===== src/rtl/fb_column_writer_if.sv =====
// rtl/fb_column_writer_if.sv - column descriptor and frame buffer write port bundle for fb_column_writer
interface fb_column_writer_if;
    logic        col_valid_in;
    logic        col_ready_out;
    logic [8:0]  col_x_in;
    logic [7:0]  col_height_in;
    logic [7:0]  col_color_in;
    logic        col_side_in;
    logic        col_last_in;
    logic [1:0]  fb_ready_to_switch_in;
    logic [15:0] ray_address_out;
    logic [8:0]  ray_pixel_out;
    logic        ray_valid_out;
    logic        ray_last_pixel_out;

    modport slave (
        input  col_valid_in, col_x_in, col_height_in, col_color_in, col_side_in, col_last_in,
        input  fb_ready_to_switch_in,
        output col_ready_out, ray_address_out, ray_pixel_out, ray_valid_out, ray_last_pixel_out
    );

    modport master (
        output col_valid_in, col_x_in, col_height_in, col_color_in, col_side_in, col_last_in,
        output fb_ready_to_switch_in,
        input  col_ready_out, ray_address_out, ray_pixel_out, ray_valid_out, ray_last_pixel_out
    );
endinterface


===== src/rtl/fb_column_writer.sv =====
// rtl/fb_column_writer.sv - expands raycast column descriptors into frame buffer pixel writes
// Optional macro FB_COLUMN_WRITER_SIDE_SHADE_EN: wall pixels carry the latched side bit as shade.
module fb_column_writer #(
    parameter int         SCREEN_WIDTH  = 320,
    parameter int         SCREEN_HEIGHT = 180,
    parameter logic [7:0] CEIL_COLOR    = 8'h01,
    parameter logic [7:0] FLOOR_COLOR   = 8'h02
) (
    input logic              pixel_clk_in,
    input logic              rst_n_in,
    fb_column_writer_if.slave bus
);
    localparam logic [15:0] WIDTH16 = 16'(SCREEN_WIDTH);
    localparam logic [8:0]  WIDTH9  = 9'(SCREEN_WIDTH);
    localparam logic [7:0]  HEIGHT8 = 8'(SCREEN_HEIGHT);

    typedef enum logic [1:0] {IDLE, WRITE, WAIT_SWAP} state_t;

    state_t      state;
    logic [7:0]  y;
    logic [7:0]  top_q;
    logic [7:0]  bottom_q;
    logic [7:0]  color_q;
    logic        side_q;
    logic        last_q;
    logic        skip_q;
    logic        swap_seen;
    logic [15:0] addr_cnt;

    logic [7:0]  h_clip;
    logic [7:0]  top_next;
    logic [7:0]  bottom_next;
    logic        wall_shade;
    logic [8:0]  pixel_next;

    assign bus.col_ready_out = (state == IDLE);

    // h=0 yields bottom = top-1, so the wall test below never matches.
    always_comb begin
        h_clip      = (bus.col_height_in > HEIGHT8) ? HEIGHT8 : bus.col_height_in;
        top_next    = (HEIGHT8 - h_clip) >> 1;
        bottom_next = top_next + h_clip - 8'd1;
    end

`ifdef FB_COLUMN_WRITER_SIDE_SHADE_EN
    assign wall_shade = side_q;
    logic unused_bits;
    assign unused_bits = bus.fb_ready_to_switch_in[1];
`else
    assign wall_shade = 1'b0;
    logic unused_bits;
    assign unused_bits = ^{bus.fb_ready_to_switch_in[1], side_q};
`endif

    always_comb begin
        pixel_next = {1'b0, FLOOR_COLOR};
        if (y < top_q) begin
            pixel_next = {1'b0, CEIL_COLOR};
        end else if (y <= bottom_q) begin
            pixel_next = {wall_shade, color_q};
        end
    end

    always_ff @(posedge pixel_clk_in or negedge rst_n_in) begin
        if (!rst_n_in) begin
            state                  <= IDLE;
            y                      <= 8'd0;
            top_q                  <= 8'd0;
            bottom_q               <= 8'd0;
            color_q                <= 8'd0;
            side_q                 <= 1'b0;
            last_q                 <= 1'b0;
            skip_q                 <= 1'b0;
            swap_seen              <= 1'b0;
            addr_cnt               <= 16'd0;
            bus.ray_address_out    <= 16'd0;
            bus.ray_pixel_out      <= 9'd0;
            bus.ray_valid_out      <= 1'b0;
            bus.ray_last_pixel_out <= 1'b0;
        end else begin
            bus.ray_valid_out      <= 1'b0;
            bus.ray_last_pixel_out <= 1'b0;
            case (state)
                IDLE: begin
                    if (bus.col_valid_in) begin
                        top_q     <= top_next;
                        bottom_q  <= bottom_next;
                        color_q   <= bus.col_color_in;
                        side_q    <= bus.col_side_in;
                        last_q    <= bus.col_last_in;
                        skip_q    <= (bus.col_x_in >= WIDTH9);
                        swap_seen <= 1'b0;
                        y         <= 8'd0;
                        addr_cnt  <= {7'd0, bus.col_x_in};
                        state     <= WRITE;
                    end
                end
                WRITE: begin
                    if (skip_q) begin
                        // Off-screen column: no pixels, but the frame-end marker still goes out.
                        bus.ray_last_pixel_out <= last_q;
                        state                  <= last_q ? WAIT_SWAP : IDLE;
                    end else begin
                        bus.ray_address_out <= addr_cnt;
                        bus.ray_pixel_out   <= pixel_next;
                        bus.ray_valid_out   <= 1'b1;
                        addr_cnt            <= addr_cnt + WIDTH16;
                        y                   <= y + 8'd1;
                        if (y == HEIGHT8 - 8'd1) begin
                            bus.ray_last_pixel_out <= last_q;
                            state                  <= last_q ? WAIT_SWAP : IDLE;
                        end
                    end
                end
                WAIT_SWAP: begin
                    // Swap completes on the falling edge of bit0 after it has been seen high.
                    if (bus.fb_ready_to_switch_in[0]) begin
                        swap_seen <= 1'b1;
                    end else if (swap_seen) begin
                        state <= IDLE;
                    end
                end
                default: state <= IDLE;
            endcase
        end
    end
endmodule


===== src/flat_wrapper.sv =====
// flat-port wrapper written by rule: the top's interface ports become plain ports
module fb_column_writer_flat 
#(
    parameter int         SCREEN_WIDTH  = 320,
    parameter int         SCREEN_HEIGHT = 180,
    parameter logic [7:0] CEIL_COLOR    = 8'h01,
    parameter logic [7:0] FLOOR_COLOR   = 8'h02
)
  (pixel_clk_in, rst_n_in, bus_col_valid_in, bus_col_x_in, bus_col_height_in, bus_col_color_in, bus_col_side_in, bus_col_last_in, bus_fb_ready_to_switch_in, bus_col_ready_out, bus_ray_address_out, bus_ray_pixel_out, bus_ray_valid_out, bus_ray_last_pixel_out);
  fb_column_writer_if bus_i ();
  input logic pixel_clk_in;
  input logic rst_n_in;
  input wire logic [$bits(bus_i.col_valid_in)-1:0] bus_col_valid_in;
  input wire logic [$bits(bus_i.col_x_in)-1:0] bus_col_x_in;
  input wire logic [$bits(bus_i.col_height_in)-1:0] bus_col_height_in;
  input wire logic [$bits(bus_i.col_color_in)-1:0] bus_col_color_in;
  input wire logic [$bits(bus_i.col_side_in)-1:0] bus_col_side_in;
  input wire logic [$bits(bus_i.col_last_in)-1:0] bus_col_last_in;
  input wire logic [$bits(bus_i.fb_ready_to_switch_in)-1:0] bus_fb_ready_to_switch_in;
  output wire logic [$bits(bus_i.col_ready_out)-1:0] bus_col_ready_out;
  output wire logic [$bits(bus_i.ray_address_out)-1:0] bus_ray_address_out;
  output wire logic [$bits(bus_i.ray_pixel_out)-1:0] bus_ray_pixel_out;
  output wire logic [$bits(bus_i.ray_valid_out)-1:0] bus_ray_valid_out;
  output wire logic [$bits(bus_i.ray_last_pixel_out)-1:0] bus_ray_last_pixel_out;
  assign bus_i.col_valid_in = bus_col_valid_in;
  assign bus_i.col_x_in = bus_col_x_in;
  assign bus_i.col_height_in = bus_col_height_in;
  assign bus_i.col_color_in = bus_col_color_in;
  assign bus_i.col_side_in = bus_col_side_in;
  assign bus_i.col_last_in = bus_col_last_in;
  assign bus_i.fb_ready_to_switch_in = bus_fb_ready_to_switch_in;
  assign bus_col_ready_out = bus_i.col_ready_out;
  assign bus_ray_address_out = bus_i.ray_address_out;
  assign bus_ray_pixel_out = bus_i.ray_pixel_out;
  assign bus_ray_valid_out = bus_i.ray_valid_out;
  assign bus_ray_last_pixel_out = bus_i.ray_last_pixel_out;
  fb_column_writer #(.SCREEN_WIDTH(SCREEN_WIDTH), .SCREEN_HEIGHT(SCREEN_HEIGHT), .CEIL_COLOR(CEIL_COLOR), .FLOOR_COLOR(FLOOR_COLOR)) u_core (.pixel_clk_in(pixel_clk_in), .rst_n_in(rst_n_in), .bus(bus_i));
endmodule

===== config.mk =====
export PLATFORM = sky130hd
export DESIGN_NAME = fb_column_writer_flat
export DESIGN_NICKNAME = d
export VERILOG_FILES = /design/src/rtl/fb_column_writer_if.sv /design/src/rtl/fb_column_writer.sv /design/src/flat_wrapper.sv
export SDC_FILE = /design/constraint.sdc
export NUM_CORES = 1
export LEC_CHECK = 0
export CAP_MARGIN = 20
export CORE_AREA = 2 2 95 97
export DETAILED_ROUTE_END_ITERATION = 16
export DIE_AREA = 0 0 97 99
export GPL_TIMING_DRIVEN = 0
export PLACE_DENSITY = 0.73
export SYNTH_ARGS = -nofsm -noshare
export SYNTH_HDL_FRONTEND = slang
export SYNTH_SLANG_ARGS = --single-unit

===== constraint.sdc =====
create_clock -name pixel_clk_in -period 4.2 [get_ports pixel_clk_in]
set_input_delay 0.63 -clock pixel_clk_in [delete_from_list [all_inputs] [get_ports pixel_clk_in]]
set_output_delay 0.63 -clock pixel_clk_in [all_outputs]
set_load 0.02 [all_outputs]

==> impl_metrics.tcl, run 1 <==
set metrics [dict create \
    yosysWarnings 0 \
    final_core_utilization 0.5975 \
    coreArea_um2 8551 \
    ys_seq_elements 78 \
    endpoint_kind "flop" \
    p_comb_frac 0.448 \
    ys.flop_type "dfrtp_1" \
    rsz0062_at_grt "false" \
    syn_area_um2 4212 \
    p_int_w 0.001774 \
    required_ns 4.41 \
    max_clock_freq_mhz 249.7 \
    fin_worst_skew_ns 0.01080 \
    cts_hold_buffers 0 \
    insertion_delay_ns 0.35 \
    critPathLaunchType "primary input" \
    start_util 0.4925 \
    ys_seq_area_frac 0.4635 \
    die_w_um 97 \
    fin_crit_ns 4.005 \
    grt_pass1_wl_um 16650 \
    powerDensity_nw_per_um2 595.5 \
    r2r_setup_slack_ns 1.93 \
    yosysUniqueCellTypes 55 \
    stdcell_count 662 \
    whs_ns 0.2062 \
    gp_congestion 0.8710 \
    hold_viol 0 \
    max_slew.worst_pin.slew_ns 0.6376 \
    grt_util_all_layers 0.2130 \
    status "complete, no violations" \
    hp-class "in2async" \
    post-dp-hpwl_um 7396 \
    clockBufferDepth 2 \
    num_rows 34 \
    viasPerCell 5.369 \
    vias 3554 \
    synth_cells 483 \
    cp_max_fo 10 \
    switching_share 0.4167 \
    drv_cap 0 \
    ys_async_sr_fraction 1.000 \
    p_seq_frac 0.387 \
    area_delta_synth_final_pct 21.30 \
    worstSetupPathType "in2reg" \
    syn_nets 542 \
    dp.cells 647 \
    antenna_found_initial 0 \
    drive_gt1_frac 0.06859 \
    r2r-end "u_core.bus.ray_pixel_out[4]" \
    finalWorstSetupSlack_ns 0.1953 \
    finalSetupTns_ns 0 \
    cts_tree "done" \
    synth.area.top_cells "dfrtp_1, nand2_1, ha_1" \
    die_h_um 99 \
    cts_max_level 3 \
    maxSlewHeadroom 0.5724 \
    fin_crit_sh 0.9535 \
    cts_setup_buffers 0 \
    avgSynthCellArea_um2 8.720 \
    detail-route-antenna-nets 0 \
    dpl_worst_slack_ns -0.4408 \
    io_pins 60 \
    drc 0 \
    dr.pass1.iters 4 \
    grt_pass1_vias 3609 \
    reg2reg_depth 6 \
    vdd_drop_max_uv 240.5 \
    wire_per_inst_um 14.75 \
    grt_max_degree 51 \
    setup_viol 0 \
    p_clk_frac 0.165 \
    synth_commonest_cells "nand2_1, dfrtp_1, o21ai_0" \
    drtIter0Drc 191 \
    wirelength_um 9762 \
    power.leakage_nw 2.438 \
    nets 609 \
    yosysTopAreaCellShare 0.4635 \
    r2r_start "u_core.y[5]" \
    diodes 0 \
    p_switching_w 0.001268 \
    dieArea_um2 9603 \
    clock-sinks 78 \
    crit_arrival_ns 4.21 \
    synth.largest_area_cell "dfrtp_1" \
    cts_buffers 9 \
    slew_violations 0 \
    grt-ovfl-total 0 \
    cts-root-buf "clkbuf_8" \
    synth_edf_count 0 \
    yosysMostFrequentCell "nand2_1" \
    io_buffers 55 \
    cts.reportedPaths.clkPinSlew_ns 0.07 \
]
worst max-delay path by stage:
stage	to	from	slack, ns	depth (start not counted)
floorplan	u_core.bottom_q[6]	bus_col_height_in[4]	0.59	17
global placement	u_core.bottom_q[7]	bus_col_height_in[5]	-0.35	19
detailed placement	u_core.bottom_q[6]	bus_col_height_in[5]	-0.44	18
CTS	u_core.bottom_q[6]	bus_col_height_in[5]	0.04	18
global route	u_core.bottom_q[6]	bus_col_height_in[7]	0.003	16
finish	u_core.bottom_q[7]	bus_col_height_in[7]	0.20	19
layer usage:
| metal | part of all wire | vias to the layer above | global-route usage | wire [µm] |
|---|---|---|---|---|
| met1 | 0.46 | 1693 | 0.2734 | 4480 |
| met2 | 0.49 | 80 | 0.3675 | 4743 |
| met4 | 0.019 | 0 | 0.06826 | 185 |
| met3 | 0.036 | 15 | 0.03901 | 352 |
| li1 | - | 1766 | - | - |
| met5 | 0 | - | 0 | 0 |
through the flow:
step	cell area, µm²	power (W)
after floorplan	4212	0.002054
after global placement	4897	0.002483
after detailed placement	4922	0.002550
after CTS	5094	0.003054
after global routing	5109	0.003294
final	5109	0.003042
state kept, by name, summed over array words and instances (netlist names):
register,cells
u_core.color_q,8
u_core.bus.ray_valid_out,1
u_core.swap_seen,1
u_core.state,2
u_core.bus.ray_pixel_out,8
u_core.bus.ray_address_out,16
u_core.bus.ray_last_pixel_out,1
u_core.y,8
u_core.last_q,1
u_core.addr_cnt,16
u_core.top_q,7
u_core.skip_q,1
u_core.bottom_q,8
what timing repair did:
item                                    in CTS  in global routing
endpoints found under the setup margin       2                  2
gates resized for setup                      1                  5
cloned                                       0                  0
final cells by class:
cell class / count / area (µm²)
buffer: 22 / 108.9
tap: 108 / 135.1
clock buffer: 10 / 137.6
clock inverter: 5 / 33.78
inverter: 25 / 93.84
sequential: 78 / 1952
multi-input combinational: 358 / 2072
timing repair buffer: 56 / 575.6
fill: 769 / 3442
critical path: stages:
cell and delay, ns:
clkdlybuf4s50_1 0.51, buf_2 0.22, inv_1 0.15, nor2_1 0.20, nand2_1 0.12, nand2_1 0.16
ha_2 0.28, or2b_1 0.12, a21oi_1 0.06, a21oi_1 0.15, o21ai_2 0.10, ha_1 0.33
inv_1 0.05, ha_1 0.36, a211oi_2 0.28, o21bai_1 0.11, a21oi_1 0.18, xnor2_1 0.14
o21ai_0 0.08
cell families (layout without fill, tap and decap cells):
logic type / after synthesis / after routing / synth area share
buf+inv: 47 / 118 / 0.04813
fa+ha+maj: 27 / 27 / 0.08200
compound gates: 101 / 101 / 0.1494
mux: 4 / 4 / 0.009507
flops: 78 / 78 / 0.4635
simple gates: 211 / 211 / 0.2175
other cells: 1 / 1 / 0.0008904
xor+xnor: 14 / 14 / 0.02912
power groups by stage:
| stage | clock [W] | sequential [W] | combinational (W) |
|---|---|---|---|
| after floorplan | 0 | 0.00123 | 0.000826 |
| final | 0.000501 | 0.00118 | 0.00136 |
| after global routing | 0.000542 | 0.00122 | 0.00153 |
| after global placement | 0 | 0.00118 | 0.00130 |
| after detailed placement | 0 | 0.00119 | 0.00136 |
| after CTS | 0.000509 | 0.00118 | 0.00137 |
cells in the final DEF (no fill, tap or decap), types with 8 or more instances in the layout:
| master | synthesis | final |
|---|---|---|
| nor2_1 | 26 | 26 |
| clkbuf_8 | 0 | 10 |
| nand3_1 | 12 | 12 |
| clkdlybuf4s50_1 | 0 | 54 |
| nand2_1 | 135 | 135 |
| ha_1 | 26 | 25 |
| inv_1 | 25 | 25 |
| xnor2_1 | 8 | 8 |
| clkbuf_1 | 12 | 12 |
| a21oi_1 | 20 | 19 |
| o21ai_0 | 42 | 40 |
| dfrtp_1 | 78 | 78 |
Note: power is estimated with default switching activity, not from simulation.
==> run 2, diff against run 1 <==
- REMOVE_ABC_BUFFERS: not set -> 1
==> impl_metrics.tcl, run 2 (synthesized netlist as in run 1, its figures left out) <==
set metrics [dict create \
    drtIter0Drc 144 \
    required_ns 4.50 \
    drv_cap 0 \
    cts.reportedPaths.clkPinSlew_ns 0.09 \
    rsz0062_at_grt "false" \
    worstSetupPathType "in2reg" \
    power.leakage_nw 2.464 \
    diodes 0 \
    num_rows 34 \
    fin_crit_sh 0.9345 \
    whs_ns 0.2090 \
    finalWorstSetupSlack_ns 0.2751 \
    dr.pass1.iters 4 \
    drc 0 \
    io_buffers 56 \
    post-dp-hpwl_um 6677 \
    status "complete, no violations" \
    seqCellArea_um2 1952 \
    hold_viol 0 \
    cp_max_fo 7 \
    vdd_drop_max_uv 209.1 \
    die_w_um 97 \
    slew_violations 0 \
    grt-ovfl-total 0 \
    grt_util_all_layers 0.2044 \
    io_pins 60 \
    cts-root-buf "clkbuf_8" \
    grt_pass1_vias 3411 \
    powerDensity_nw_per_um2 604.4 \
    detail-route-antenna-nets 0 \
    crit_arrival_ns 4.23 \
    reg2reg_depth 5 \
    viasPerCell 5.426 \
    r2r-end "u_core.addr_cnt[14]" \
    cts_buffers 9 \
    r2r_setup_slack_ns 1.36 \
    fin_worst_skew_ns 0.01402 \
    drive_gt1_frac 0.05421 \
    grt_max_degree 48 \
    cts_tree "done" \
    die_h_um 99 \
    dieArea_um2 9603 \
    coreArea_um2 8551 \
    setup_viol 0 \
    antenna_found_initial 0 \
    hp-class "in2async" \
    start_util 0.4925 \
    wire_per_inst_um 14.70 \
    final_common_cell "nand2_1" \
    power.total_w 0.003091 \
    r2r_start "u_core.state[1]" \
    dpl_worst_slack_ns -0.5798 \
    clock-sinks 78 \
    grt_pass1_wl_um 16060 \
    maxSlewHeadroom 0.3225 \
    wirelength_um 9452 \
    multi_input_area_um2 2085 \
    nets 589 \
    cts_max_level 3 \
    insertion_delay_ns 0.36 \
    area_delta_synth_final_pct 21.42 \
    mostFrequentLayoutCells "nand2_1, dfrtp_1, clkdlybuf4s50_1" \
    n_fill_cell 742 \
    vias 3489 \
    max_clock_freq_mhz 254.8 \
    clockBufferDepth 2 \
    max_slew.worst_pin.slew_ns 1.016 \
    final_core_utilization 0.5980 \
    critPathLaunchType "primary input" \
    stdcell_count 643 \
    fin_crit_ns 3.925 \
    top_regs "u_core.addr_cnt x16, u_core.bus.ray_address_out x16" \
    dp.cells 627 \
    gp_congestion 0.9318 \
    endpoint_kind "flop" \
]
-- run 2: cell count changes in the layout (fill, tap and decap cells not counted), moves of 2 or more --
cell,change
clkbuf_1,-11
buf_2,-6
dlymetal6s2s_1,+5
clkdlybuf4s50_1,-4
buf_4,-3
bufinv_16,+2
clkinv_2,-2
-- run 2: layout make-up --
class / instances / share of cell area
clock inverters: 6 / 0.01860
repair buffers: 58 / 0.1223
inverters: 25 / 0.01835
well taps: 108 / 0.02643
clock buffers: 10 / 0.02496
flip-flops and latches: 78 / 0.3817
multi-input cells: 358 / 0.4076
-- run 2: repair_timing --
item / in CTS / in global routing
hold buffers: 0 / 0
setup buffers: 0 / 0
setup endpoints to repair: 2 / 3
resized for setup: 2 / 8
cloned: 0 / 0
endpoints found under the hold margin: 0 / 0
-- run 2: worst max-delay path, cell delays in order --
cell and delay (ns):
clkdlybuf4s50_1 0.56, o211a_4 0.31, o21ai_0 0.13, nand2_1 0.12, ha_1 0.28, or2b_1 0.24
a21oi_1 0.14, a21oi_1 0.07, o21ai_2 0.23, ha_1 0.18, inv_1 0.04, ha_1 0.33
a21o_1 0.20, a31o_2 0.22, or4b_1 0.46, nand3_1 0.09
-- run 2: worst max-delay path by stage --
| stage | start | end | slack (ns) | cells after the start |
|---|---|---|---|---|
| 2_1_floorplan | bus_col_height_in[4] | u_core.bottom_q[6] | 0.75 | 16 |
| 3_3_place_gp | bus_col_height_in[6] | u_core.bottom_q[7] | -0.56 | 18 |
| 3_5_place_dp | bus_col_height_in[6] | u_core.bottom_q[6] | -0.58 | 17 |
| 4_1_cts | bus_col_height_in[6] | u_core.bottom_q[6] | 0.04 | 17 |
| 5_1_grt | bus_col_height_in[0] | u_core.bottom_q[7] | 0.04 | 18 |
| 6_report | bus_col_height_in[2] | u_core.bottom_q[6] | 0.28 | 16 |
-- run 2: metal layers --
layer	track usage	wire length, µm	share of wire	vias up
met3	0.03546	265	0.028	13
met4	0.05959	126	0.013	0
met1	0.2596	4277	0.45	1681
met5	0	0	0	-
li1	-	-	-	1735
met2	0.3600	4783	0.51	60
-- run 2: metrics by stage --
stage / cell area, µm² / TNS (ns)
global route: 5114 / 0
finish: 5114 / 0
detailed placement: 4858 / -1.690
global placement: 4798 / -11.66
CTS: 5085 / 0
floorplan: 4103 / 0
-- run 2: where the power goes --
group | internal (W) | leakage (nW) | switching (W) | total, W
registers | 0.00101 | 1.00 | 0.000170 | 0.00118
logic | 0.000509 | 1.36 | 0.000773 | 0.00128
clock network | 0.000340 | 0.105 | 0.000290 | 0.000630
total | 0.00186 | 2.46 | 0.00123 | 0.00309
==> run 3, diff against run 2 <==
- DONT_BUFFER_PORTS: not set -> 1
- PLACE_DENSITY: 0.73 -> 0.67
- clock period: 4.2 -> 3.6 ns (I/O delays scaled with it)
==> impl_metrics.tcl, run 3 (synthesized netlist as in run 1, its figures left out) <==
set metrics [dict create \
    critPathLaunchType "primary input" \
    cts_tree "done" \
    setup_viol 0 \
    max_clock_freq_mhz 303.0 \
    coreArea_um2 8551 \
    worstSetupPathType "in2reg" \
    cts_max_level 3 \
    crit_start "bus_col_height_in[4]" \
    n_fill_cell 789 \
    hp-class "in2async" \
    drv_cap 0 \
    io_buffers 0 \
    required_ns 3.88 \
    hold_viol 0 \
    p_clk_frac 0.200 \
    antenna_found_initial 0 \
    dieArea_um2 9603 \
    p_seq_frac 0.445 \
    design_area_um2 4503 \
    clockBufferDepth 2 \
    vias 3229 \
    dr.pass1.iters 4 \
    fin_crit_sh 0.9167 \
    grt_max_degree 79 \
    cts.reportedPaths.clkPinSlew_ns 0.08 \
    vdd_drop_max_uv 228.5 \
    grt-ovfl-total 0 \
    r2r_start "u_core.state[1]" \
    final_common_cell "nand2_1" \
    viasPerCell 5.501 \
    fin_crit_ns 3.300 \
    die_h_um 99 \
    crit_arrival_ns 3.58 \
    num_rows 34 \
    drive_gt1_frac 0.05846 \
    mostFrequentLayoutCells "nand2_1, dfrtp_1, o21ai_0" \
    finalWorstSetupSlack_ns 0.2999 \
    maxSlewHeadroom 0.3162 \
    p_comb_frac 0.355 \
    wire_per_inst_um 14.97 \
    cts-root-buf "clkbuf_8" \
    grt_pass1_wl_um 15350 \
    powerDensity_nw_per_um2 735.7 \
    multi_input_area_um2 2068 \
    fin_worst_skew_ns 0.008703 \
    dpl_worst_slack_ns -0.3086 \
    diodes 0 \
    endpoint_kind "flop" \
    grt_util_all_layers 0.1946 \
    cts_buffers 9 \
    detail-route-antenna-nets 0 \
    io_pins 60 \
    start_util 0.4925 \
    area_delta_synth_final_pct 6.922 \
    insertion_delay_ns 0.34 \
    seqCellArea_um2 1952 \
    grt_pass1_vias 3221 \
    gp_congestion 0.8679 \
    drtIter0Drc 137 \
    rsz0062_at_grt "false" \
    place_area_um2 4268 \
    switching_share 0.4163 \
    wirelength_um 8787 \
    p_switching_w 0.001379 \
    p_int_w 0.001934 \
    cp_max_fo 10 \
    status "complete, no violations" \
    clock-sinks 78 \
    power.leakage_nw 2.198 \
    die_w_um 97 \
    top_regs "u_core.addr_cnt x16, u_core.bus.ray_address_out x16" \
    max_slew.worst_pin.slew_ns 1.026 \
    slew_violations 0 \
    nets 533 \
    drc 0 \
    post-dp-hpwl_um 6085 \
]
-- run 3: area by class of cell --
type                            instances  area share
Inverter                               25     0.02084
Timing Repair Buffer                    2     0.01223
Multi-Input combinational cell        358      0.4593
Sequential cell                        78      0.4335
Clock inverter                          6     0.01584
Clock buffer                           10     0.02834
Tap cell                              108     0.03001
-- run 3: power by group through the flow --
| stage | Clock (W) | Combinational [W] | Sequential (W) |
|---|---|---|---|
| after global routing | 0.000713 | 0.00138 | 0.00152 |
| after CTS | 0.000673 | 0.00118 | 0.00148 |
| after global placement | 0 | 0.00109 | 0.00149 |
| after floorplan | 0 | 0.000880 | 0.00144 |
| after detailed placement | 0 | 0.00116 | 0.00149 |
| final | 0.000661 | 0.00118 | 0.00148 |
-- run 3: critical path: stages --
cell     delay [ns]
a21oi_1        0.24
nor2_1         0.10
nand2_1        0.09
nand2_1        0.12
ha_1           0.30
or2b_1         0.25
a21oi_1        0.14
a21oi_1        0.06
o21ai_2        0.19
ha_1           0.18
inv_1          0.04
ha_1           0.35
a21o_1         0.21
a31o_2         0.21
or4b_1         0.47
nand3_1        0.09
-- run 3: metrics by stage --
stage / utilization / instances / power [W] / setup TNS (ns) / hold WS (ns)
after floorplan: - / 461 / 0.002318 / 0 / 0.2444
after global placement: 0.4956 / 569 / 0.002577 / -0.4814 / 0.2463
after detailed placement: 0.4991 / 570 / 0.002649 / -0.5634 / 0.2463
after CTS: 0.5256 / 587 / 0.003334 / 0 / 0.09243
after global routing: 0.5266 / 587 / 0.003608 / 0 / 0.09939
final: 0.5266 / 587 / 0.003313 / 0 / 0.07014
-- run 3: path summary, 6_finish.rpt --
kind | to | slack, ns | depth (start not counted)
max | u_core.bottom_q[6] | 0.30 | 16
min | u_core.bus.ray_address_out[8] | 0.07 | 1
max reg2reg | u_core.addr_cnt[14] | 0.79 | 5
min reg2reg | u_core.bus.ray_address_out[0] | 0.47 | 2
max in group asynchronous | u_core.top_q[5] | 3.20 | 1
min in group pixel_clk_in | u_core.bottom_q[0] | 0.29 | 1
-- run 3: what timing repair did --
| action | 4_1_cts | 5_1_grt |
|---|---|---|
| hold buffers | 1 | 0 |
| buffers inserted | 0 | 0 |
| gates resized for setup | 0 | 3 |
| setup endpoints to repair | 0 | 2 |
| hold endpoints to repair | 78 | 0 |
-- run 3: layer usage --
| metal | global-route usage | routed length [µm] | vias to the layer above |
|---|---|---|---|
| met5 | 0 | 0 | - |
| met4 | 0.07692 | 193 | 0 |
| met3 | 0.03475 | 338 | 14 |
| met2 | 0.3344 | 4284 | 84 |
| met1 | 0.2449 | 3971 | 1514 |
| li1 | - | - | 1617 |
